## config.mk

```make
export PLATFORM = sky130hd
export DESIGN_NAME = traffic_light_monitor_flat
export DESIGN_NICKNAME = d
export VERILOG_FILES = /design/src/rtl/traffic_pkg.sv /design/src/rtl/traffic_light_monitor_if.sv /design/src/rtl/traffic_phase_decode.sv /design/src/rtl/traffic_light_monitor.sv /design/src/flat_wrapper.sv
export SDC_FILE = /design/constraint.sdc
export NUM_CORES = 1
export LEC_CHECK = 0
export BUFFER_PORTS_ARGS = -buffer_cell sky130_fd_sc_hd__buf_2
export CAP_MARGIN = 25
export CELL_PAD_IN_SITES_DETAIL_PLACEMENT = 1
export CELL_PAD_IN_SITES_GLOBAL_PLACEMENT = 2
export CORE_AREA = 2 2 68 70
export CTS_CLUSTER_DIAMETER = 120
export CTS_CLUSTER_SIZE = 25
export DETAILED_ROUTE_END_ITERATION = 16
export DIE_AREA = 0 0 70 72
export PLACE_DENSITY = 0.77
export SLEW_MARGIN = 10
export SYNTH_ARGS = -nofsm -noshare
export SYNTH_HDL_FRONTEND = slang
export SYNTH_HIERARCHICAL = 1
export SYNTH_SLANG_ARGS = --single-unit
```

## constraint.sdc

```tcl
create_clock -name clk -period 1.9 [get_ports clk]
set_input_delay 0.095 -clock clk [delete_from_list [all_inputs] [get_ports clk]]
set_output_delay 0.095 -clock clk [all_outputs]
set_load 0.02 [all_outputs]
```

## src/rtl/traffic_pkg.sv

```systemverilog
// Shared light codes and phase table for the two-way junction controller,
// its in-system monitor and the bench.
package traffic_pkg;

  typedef logic [2:0] phase_t;

  localparam logic [2:0] LIGHT_R  = 3'b100;
  localparam logic [2:0] LIGHT_RA = 3'b110;
  localparam logic [2:0] LIGHT_G  = 3'b001;
  localparam logic [2:0] LIGHT_A  = 3'b010;

  // Returns the {A,B} light pair the controller drives in phase p.
  function automatic logic [5:0] phase_lights(input phase_t p);
    logic [5:0] pair;
    case (p)
      3'd0:    pair = {LIGHT_R,  LIGHT_RA};
      3'd1:    pair = {LIGHT_R,  LIGHT_G};
      3'd2:    pair = {LIGHT_R,  LIGHT_A};
      3'd3:    pair = {LIGHT_R,  LIGHT_R};
      3'd4:    pair = {LIGHT_RA, LIGHT_R};
      3'd5:    pair = {LIGHT_G,  LIGHT_R};
      3'd6:    pair = {LIGHT_A,  LIGHT_R};
      default: pair = {LIGHT_R,  LIGHT_R};
    endcase
    return pair;
  endfunction

endpackage

```

## src/rtl/traffic_light_monitor_if.sv

```systemverilog
// Light-code and status bundle between a junction controller and its monitor.
interface traffic_light_monitor_if #(
  parameter int CNT_W = 8
);
  import traffic_pkg::*;

  logic [2:0]       lightsA;
  logic [2:0]       lightsB;
  logic             err_clr;
  logic             locked;
  phase_t           phase;
  logic             conflict;
  logic             seq_err;
  logic [CNT_W-1:0] cycles;

  modport master (
    output lightsA, lightsB, err_clr,
    input  locked, phase, conflict, seq_err, cycles
  );

  modport slave (
    input  lightsA, lightsB, err_clr,
    output locked, phase, conflict, seq_err, cycles
  );

endinterface

```

## src/rtl/traffic_phase_decode.sv

```systemverilog
// Combinational classifier for one sampled {A,B} light pair: table membership,
// the (R,R) ambiguity, conflict, and the phase for unambiguous pairs.
module traffic_phase_decode
  import traffic_pkg::*;
(
  input  logic [2:0] lights_a_i,
  input  logic [2:0] lights_b_i,
  output logic       legal_o,
  output logic       ambiguous_o,
  output logic       conflict_o,
  output phase_t     phase_o
);

  logic [5:0] pair;

  assign pair        = {lights_a_i, lights_b_i};
  assign ambiguous_o = (pair == {LIGHT_R, LIGHT_R});
  assign conflict_o  = (lights_a_i != LIGHT_R) && (lights_b_i != LIGHT_R);

  // First match wins, so (R,R) decodes as 3; callers treat it as ambiguous.
  always_comb begin
    legal_o = 1'b0;
    phase_o = '0;
    for (int i = 0; i < 8; i++) begin
      if (!legal_o && (pair == phase_lights(phase_t'(i[2:0])))) begin
        legal_o = 1'b1;
        phase_o = phase_t'(i[2:0]);
      end
    end
  end

endmodule

```

## src/rtl/traffic_light_monitor.sv

```systemverilog
// Observer for a two-way junction light controller: recovers the 8-phase
// position, flags sticky conflicts / sequence errors and counts full cycles.
//
// state  | meaning
// HUNT   | not tracking; waiting for an unambiguous table pair to lock on
// LOCKED | tracking; every sample must equal the table entry for exp_q
module traffic_light_monitor
  import traffic_pkg::*;
#(
  parameter int CNT_W = 8
) (
  input  logic                   clk,
  input  logic                   rst,
  traffic_light_monitor_if.slave mon
);

  typedef enum logic {HUNT, LOCKED} state_t;

  state_t           state_q;
  logic             locked_q;
  phase_t           phase_q;
  phase_t           exp_q;
  logic             conflict_q;
  logic             seq_err_q;
  logic [CNT_W-1:0] cycles_q;

  logic             dec_legal;
  logic             dec_ambig;
  logic             dec_conflict;
  phase_t           dec_phase;
  logic             exp_match;
  logic             seq_err_new;
  logic             conflict_d;
  logic             seq_err_d;
  logic [CNT_W-1:0] cycles_d;

  traffic_phase_decode u_decode (
    .lights_a_i  (mon.lightsA),
    .lights_b_i  (mon.lightsB),
    .legal_o     (dec_legal),
    .ambiguous_o (dec_ambig),
    .conflict_o  (dec_conflict),
    .phase_o     (dec_phase)
  );

  assign exp_match   = ({mon.lightsA, mon.lightsB} == phase_lights(exp_q));
  assign seq_err_new = (state_q == HUNT) ? !dec_legal : !exp_match;

  // A fresh error on the same sample as err_clr keeps the flag set.
  assign conflict_d = dec_conflict | (conflict_q & ~mon.err_clr);
  assign seq_err_d  = seq_err_new  | (seq_err_q  & ~mon.err_clr);
  assign cycles_d   = (&cycles_q) ? cycles_q : cycles_q + 1'b1;

  always_ff @(posedge clk) begin
    if (rst) begin
      state_q    <= HUNT;
      locked_q   <= 1'b0;
      phase_q    <= '0;
      exp_q      <= '0;
      conflict_q <= 1'b0;
      seq_err_q  <= 1'b0;
      cycles_q   <= '0;
    end else begin
      conflict_q <= conflict_d;
      seq_err_q  <= seq_err_d;
      case (state_q)
        HUNT: begin
          if (dec_legal && !dec_ambig) begin
            state_q  <= LOCKED;
            locked_q <= 1'b1;
            phase_q  <= dec_phase;
            exp_q    <= dec_phase + 3'd1;
          end
        end
        LOCKED: begin
          if (exp_match) begin
            phase_q <= exp_q;
            exp_q   <= exp_q + 3'd1;
            if (exp_q == 3'd0) cycles_q <= cycles_d;
          end else begin
            // The offending sample is not reused; relock starts next sample.
            state_q  <= HUNT;
            locked_q <= 1'b0;
          end
        end
        default: begin
          state_q  <= HUNT;
          locked_q <= 1'b0;
        end
      endcase
    end
  end

  assign mon.locked   = locked_q;
  assign mon.phase    = phase_q;
  assign mon.conflict = conflict_q;
  assign mon.seq_err  = seq_err_q;
  assign mon.cycles   = cycles_q;

endmodule

```

## src/flat_wrapper.sv

```systemverilog
// flat-port wrapper written by rule: the top's interface ports become plain ports
module traffic_light_monitor_flat import traffic_pkg::*;
#(
  parameter int CNT_W = 8
)
  (clk, rst, mon_lightsA, mon_lightsB, mon_err_clr, mon_locked, mon_phase, mon_conflict, mon_seq_err, mon_cycles);
  traffic_light_monitor_if #(.CNT_W(CNT_W)) mon_i ();
  input  logic clk;
  input  logic rst;
  input wire logic [$bits(mon_i.lightsA)-1:0] mon_lightsA;
  input wire logic [$bits(mon_i.lightsB)-1:0] mon_lightsB;
  input wire logic [$bits(mon_i.err_clr)-1:0] mon_err_clr;
  output wire logic [$bits(mon_i.locked)-1:0] mon_locked;
  output wire logic [$bits(mon_i.phase)-1:0] mon_phase;
  output wire logic [$bits(mon_i.conflict)-1:0] mon_conflict;
  output wire logic [$bits(mon_i.seq_err)-1:0] mon_seq_err;
  output wire logic [$bits(mon_i.cycles)-1:0] mon_cycles;
  assign mon_i.lightsA = mon_lightsA;
  assign mon_i.lightsB = mon_lightsB;
  assign mon_i.err_clr = mon_err_clr;
  assign mon_locked = mon_i.locked;
  assign mon_phase = mon_i.phase;
  assign mon_conflict = mon_i.conflict;
  assign mon_seq_err = mon_i.seq_err;
  assign mon_cycles = mon_i.cycles;
  traffic_light_monitor #(.CNT_W(CNT_W)) u_core (.clk(clk), .rst(rst), .mon(mon_i));
endmodule
```

==> results.txt, run 1 <==
----------------------------------------------------
[Min path]
  Path category of the worst min-delay check ... input port to flip-flop
  HP Start ... mon_err_clr
  Worst hold path depth ... 4

[Timing]
  Pins over their slew limit ... 0
  Worst setup margin ... -0.113 ns
  Final count of hold timing violations ... 0
  Relative slew slack ... 72.1%
  Post-route worst hold slack ... 0.123 ns
  Setup violation total in the final timing report ... 12
  Share of the cycle needed by the critical path after routing ... 106%
  Final critical path time including I/O delays and setup ... 2.01 ns
  RSZ-0062 raised after global routing ... true
  Slew at the pin closest to its max-slew limit ... 0.418 ns
  Peak Freq ... 497 MHz
  Setup Skew ... 0.00353 ns

[Clocking]
  Quantity of hold-fixing buffers added after cts ... 0
  Clock Pin Slew Worst Setup and Hold Paths ... 0.07 ns
  Inserted Clock Buffers ... 3
  CTS sink cnt ... 18
  Root Buffer ... clkbuf_8
  Insertion delay of the later-clocked pin in the worst-skew pair ... 0.25 ns
  H-Tree Level Count ... 1
  Worst-case clock buffer depth ... 2
  TritonCTS clock tree ... yes

[Run status]
  Run status ... finished with violations
  Violations in the final reports ... negative setup slack

[Critical path]
  Endpoint class of the critical path ... flip-flop
  Worst EP arrival ... 2.19 ns
  Highest-delay cell along the critical path ... or4_4
  Critical Path Max Stage Delay ... 0.45 ns
  Launch point of the worst reg-to-reg path ... u_core/exp_q[2]$_SDFFE_PP0P_
  Critical path class ... flip-flop to flip-flop
  Cell count of the worst reg-to-reg path ... 7
  Delay-heaviest family, CP ... simple AND/OR/NAND/NOR gates
  Worst path required time ... 2.08 ns
  Worst setup path startpoint ... u_core/exp_q[2]$_SDFFE_PP0P_
  CP Depth ... 7
  CP Launch Type ... flip-flop
  Worst path buffer plus inverter count ... 1
  Largest fanout on the critical path ... 6
  Critical Path, Cell by Cell ... and2_4, o311a_4, nor4_4, buf_4, nand4_4, or4_4, a21oi_2

[Pwr]
  Internal Pwr Total ... 0.000627 W
  Clk network pwr share ... 36.9%
  P per Cell Area ... 497 nW/um^2
  Leakage ... 0.711 nW
  Part of the total power dissipated in sequential elements ... 46.0%
  Switching portion of total power ... 26.1%
  IR drop worst, VDD ... 0.000290 V
  Power Total ... 0.000849 W
  Comb power frac ... 17.1%
  Net load switching power ... 0.000222 W

[Placed design]
  DP HPWL ... 2640 microns
  GP Congestion ... 0.788
  Number of port buffers ... 22
  Minimum setup slack after placement ... -0.171 ns
  Inst Count DP ... 230

[Detailed routing]
  Metal1 wirelength ... 1630 microns
  WL/cell ... 16.5 microns
  Routed vias/inst ... 5.24
  Initial DRC count ... 84
  Length of routed met3 wiring ... 109 microns
  Met2 wire len ... 2140 microns
  First-pass DRT Iterations ... 6
  Overall routed net length ... 3940 microns
  Top routing layer in use ... met4
  Remaining DRCs ... 0
  DR vias ... 1253
  Count of nets left with antenna violations after detail routing ... 0

[Cells and area]
  Post-Route Utilization ... 40.1%
  Share of final-layout standard cells stronger than drive strength 1 ... 48.7%
  Filler cell count ... 535
  Number of diodes ... 0
  Area growth syn-to-layout ... 48.4%
  Register Area ... 375 sq um
  Combined area of the multi-input logic cells ... 877 sq um
  Post-route insts no fill ... 239
  Top library cells by usage in the layout, fill and taps aside ... buf_2 (22), buf_4 (22), nor2_1 (13)
  Final #Nets ... 199

[Yosys]
  Nets in the synthesized netlist ... 152
  Combined area of all synthesized cells ... 1150 sq um
  Warnings from Yosys ... 6
  Portion of the post-synthesis area used by sequential elements ... 31.3%
  Count of distinct cell types in the synthesized netlist ... 46
  Fraction of synthesis flops using an asynchronous set or reset pin ... 0%
  Average size of a mapped cell ... 8.16 sq um
  Most used flip-flop cell after synthesis ... dfxtp_1
  Synthesis-stage register bit count ... 18
  Number of flops mapped to enable cells by yosys ... 0
  Cells after Synth ... 141

[Global route]
  Global route total overflow ... 0
  Vias in the first global route ... 1309
  Initial antenna violation count ... 0
  Total routing resource utilization after global routing ... 15.1%
  Global-route wire length before repair ... 6210 microns
  Maximum number of pins on one net before global-route repair ... 20

[Die]
  Core Area ... 4260 sq um
  Die width ... 70 microns
  Num rows ... 24
  Number of primary I/O pins ... 23
  Die H ... 72 microns
  Effective utilization at floorplan ... 27.0%
  Die footprint ... 5040 sq um

[Job]
  MaxCap Viol Count ... 0

----------------------------------------------------
==> cells by family after synthesis <==
family,count (synthesis),share of synthesized area (%)
muxes,6,5.43
buffers and inverters,11,4.46
xor gates and xnor gates,4,3.04
adders and majority gates,2,2.17
and+or+nand+nor,64,33.9
AOI/OAI and AO/OA,36,19.7
DFF,18,31.3
==> per-layer routing <==
metal / up-vias / track usage [%]
li1: 609 / -
met1: 611 / 18.1
met2: 25 / 27.2
met3: 8 / 1.81
met4: 0 / 7.05
met5: - / 0
==> Yosys cell counts, types with 3 or more instances <==
cell,count,area (sq um)
nand3_1,4,20.0
nand2b_1,7,43.8
nor3_1,3,15.0
nand3b_1,3,22.5
a31oi_1,3,18.8
xor2_1,3,26.3
nand2_1,9,33.8
nor2_1,13,48.8
nor2b_1,3,18.8
o21ai_0,8,40.0
dfxtp_1,18,360
or4_1,3,22.5
a21oi_1,13,65.1
mux2i_1,4,40.0
inv_1,4,15.0
clkbuf_1,3,11.3
or3_1,4,25.0
==> sequential cells by signal, indices dropped and copies added, names as in the netlist <==
| name | cells |
|---|---|
| u_core/mon.locked | 1 |
| u_core/exp_q | 3 |
| u_core/mon.seq_err | 1 |
| u_core/mon.conflict | 1 |
| u_core/state_q | 1 |
| u_core/mon.phase | 3 |
| u_core/mon.cycles | 8 |
==> metrics by stage <==
stage                     TNS (ns)  cell area [sq um]
final                       -0.579               1710
after global placement     -0.0953               1480
after global routing         -1.38               1710
after floorplan                  0               1170
after detailed placement    -0.906               1480
after CTS                   -0.572               1610
==> worst min-delay path: cells and delay by family <==
family / cells / cell delay, ns
simple gates: 1 / 0.06
buf+inv: 2 / 0.12
compound gates: 1 / 0.06
==> repair_timing <==
| action | CTS | global route |
|---|---|---|
| hold endpoints to repair | 0 | 0 |
| pin swaps | 7 | 7 |
| setup endpoints to repair | 11 | 15 |
| cloned | 1 | 0 |
| buffers inserted | 2 | 2 |
| resized for setup | 14 | 17 |
==> final timing paths <==
path	end	slack, ns
min	u_core/mon.seq_err$_SDFF_PP0_	0.12
max	u_core/mon.cycles[5]$_SDFFE_PP0P_	-0.11
min reg2reg	u_core/mon.phase[2]$_SDFFE_PP0P_	0.47
max reg2reg	u_core/mon.cycles[5]$_SDFFE_PP0P_	-0.11
==> power groups by stage <==
stage,sequential (W),clock [W],combinational (W)
after detailed placement,0.000399,0,0.000123
after global routing,0.000392,0.000339,0.000158
after floorplan,0.000401,0,0.0000683
after global placement,0.000398,0,0.000118
after CTS,0.000391,0.000325,0.000131
final,0.000391,0.000314,0.000145
==> area by class of cell <==
type                    count  share of cell area [%]
flip-flops and latches     18                    22.0
well taps                  52                    3.81
inverters                   4                   0.879
multi-input cells         113                    51.4
clock buffers               4                    3.22
repair buffers             48                    18.8
(Power assumes the default switching activity.)
==> inputs of run 2 (changes only) <==
PLACE_DENSITY = 0.82   (was 0.77)
==> results.txt, run 2 (synthesis results as in run 1) <==
----------------------------------------------------
[Critical path]
  CP Launch Type ... flip-flop
  Worst path required time ... 2.09 ns
  Worst EP arrival ... 2.20 ns
  Endpoint class of the critical path ... flip-flop
  Critical path class ... flip-flop to flip-flop
  Largest fanout on the critical path ... 5

[Cells and area]
  Top library cells by usage in the layout, fill and taps aside ... buf_2 (22), buf_4 (21), nor2_1 (12)
  Filler cell count ... 513
  Final #Nets ... 197
  Final Instance Area ... 1710 sq um
  Area growth syn-to-layout ... 48.4%
  Most common cell after layout, fill and taps aside ... buf_2
  Combined area of the multi-input logic cells ... 893 sq um
  Share of final-layout standard cells stronger than drive strength 1 ... 48.1%
  Register Area ... 378 sq um
  Flip-flop count of the largest register, all copies and words added ... 8
  Number of diodes ... 0

[Global route]
  Global-route wire length before repair ... 6240 microns
  Initial antenna violation count ... 0
  Global route total overflow ... 0
  Total routing resource utilization after global routing ... 15.4%
  Maximum number of pins on one net before global-route repair ... 20
  Vias in the first global route ... 1337

[Pwr]
  Power Total ... 0.000853 W
  P per Cell Area ... 499 nW/um^2
  IR drop worst, VDD ... 0.000282 V
  Leakage ... 0.712 nW

[Timing]
  Worst setup margin ... -0.109 ns
  Pins over their slew limit ... 0
  Slew at the pin closest to its max-slew limit ... 0.390 ns
  Final critical path time including I/O delays and setup ... 2.01 ns
  Setup tns final ... -0.441 ns
  Post-route worst hold slack ... 0.132 ns
  Setup Skew ... 0.00139 ns
  Peak Freq ... 498 MHz
  Setup violation total in the final timing report ... 10
  Relative slew slack ... 74.0%
  Final count of hold timing violations ... 0
  Share of the cycle needed by the critical path after routing ... 106%
  RSZ-0062 raised after global routing ... true

[Clocking]
  CTS sink cnt ... 18
  H-Tree Level Count ... 1
  Inserted Clock Buffers ... 3
  Root Buffer ... clkbuf_8
  Insertion delay of the later-clocked pin in the worst-skew pair ... 0.26 ns
  Worst-case clock buffer depth ... 2
  TritonCTS clock tree ... yes
  Clock Pin Slew Worst Setup and Hold Paths ... 0.07 ns

[Placed design]
  Placed Area ... 1480 sq um
  Number of port buffers ... 22
  DP HPWL ... 2790 microns
  GP Congestion ... 0.752
  Minimum setup slack after placement ... -0.143 ns

[Die]
  Number of primary I/O pins ... 23
  Die width ... 70 microns
  Num rows ... 24
  Die footprint ... 5040 sq um
  Die H ... 72 microns
  Effective utilization at floorplan ... 27.0%
  Core Area ... 4260 sq um

[Detailed routing]
  Metal1 wirelength ... 1620 microns
  First-pass DRT Iterations ... 4
  Remaining DRCs ... 0
  Count of nets left with antenna violations after detail routing ... 0
  Length of routed met3 wiring ... 140 microns
  Initial DRC count ... 57
  DR vias ... 1251
  Routed vias/inst ... 5.28
  Met2 wire len ... 2190 microns
  WL/cell ... 16.9 microns
  Top routing layer in use ... met4
  Overall routed net length ... 4010 microns

[Run status]
  Violations in the final reports ... negative setup slack
  Run status ... finished with violations

[Min path]
  Path category of the worst min-delay check ... input port to flip-flop

[Job]
  MaxCap Viol Count ... 0

----------------------------------------------------
==> run 2: cell types whose count changed in the layout (fill, tap and decap cells not counted), moves of 2 or more <==
cell	previous run	this run
o21ai_0	7	4
a21oi_2	4	2
o21ai_1	1	5
a21oi_1	9	11
a31oi_4	1	3
==> run 2: area by class of cell <==
| cell class | instances | share of cell area, % |
|---|---|---|
| flip-flops and latches | 18 | 22.1 |
| well taps | 52 | 3.81 |
| multi-input cells | 113 | 52.3 |
| inverters | 4 | 0.879 |
| clock buffers | 4 | 3.22 |
| repair buffers | 46 | 17.7 |
==> run 2: metrics by stage <==
stage | instances | util, %
after floorplan | 141 | -
after global placement | 230 | 34.6
after detailed placement | 230 | 34.6
after CTS | 236 | 37.4
after global routing | 237 | 40.1
final | 237 | 40.1
==> run 2: path summary, 6_finish.rpt <==
check,startpoint,endpoint,slack [ns],cells past startpoint
setup reg to reg,u_core/exp_q[2]$_SDFFE_PP0P_,u_core/mon.cycles[7]$_SDFFE_PP0P_,-0.11,6
setup / recovery,u_core/exp_q[2]$_SDFFE_PP0P_,u_core/mon.cycles[7]$_SDFFE_PP0P_,-0.11,6
hold / removal,mon_err_clr,u_core/mon.seq_err$_SDFF_PP0_,0.13,4
hold reg to reg,u_core/mon.phase[2]$_SDFFE_PP0P_,u_core/mon.phase[2]$_SDFFE_PP0P_,0.47,2
==> run 2: routing by layer <==
| layer | vias up | GRT usage, % |
|---|---|---|
| met5 | - | 0 |
| met3 | 5 | 1.67 |
| met2 | 26 | 31.1 |
| met4 | 0 | 5.56 |
| li1 | 602 | - |
| met1 | 618 | 16.5 |
==> run 2: worst max-delay path: stages (launching register included) <==
cell,delay (ns)
dfxtp_4,0.36
and2_4,0.14
o311a_4,0.36
nor4_4,0.28
nand4_2,0.24
or3_4,0.42
a21oi_1,0.13
==> run 2: what timing repair did <==
| action | 4_1_cts | 5_1_grt |
|---|---|---|
| buffers inserted | 2 | 0 |
| hold buffers | 0 | 0 |
| pin swaps | 3 | 5 |
| resized for setup | 9 | 27 |
| cloned | 0 | 1 |
| endpoints found under the setup margin | 13 | 14 |
==> run 2: power by group <==
group | internal, W | total, W | switching (W)
Clock | 0.000184 | 0.000315 | 0.000131
Sequential | 0.000381 | 0.000390 | 0.00000931
Combinational | 0.0000631 | 0.000148 | 0.0000845
Total | 0.000628 | 0.000853 | 0.000225
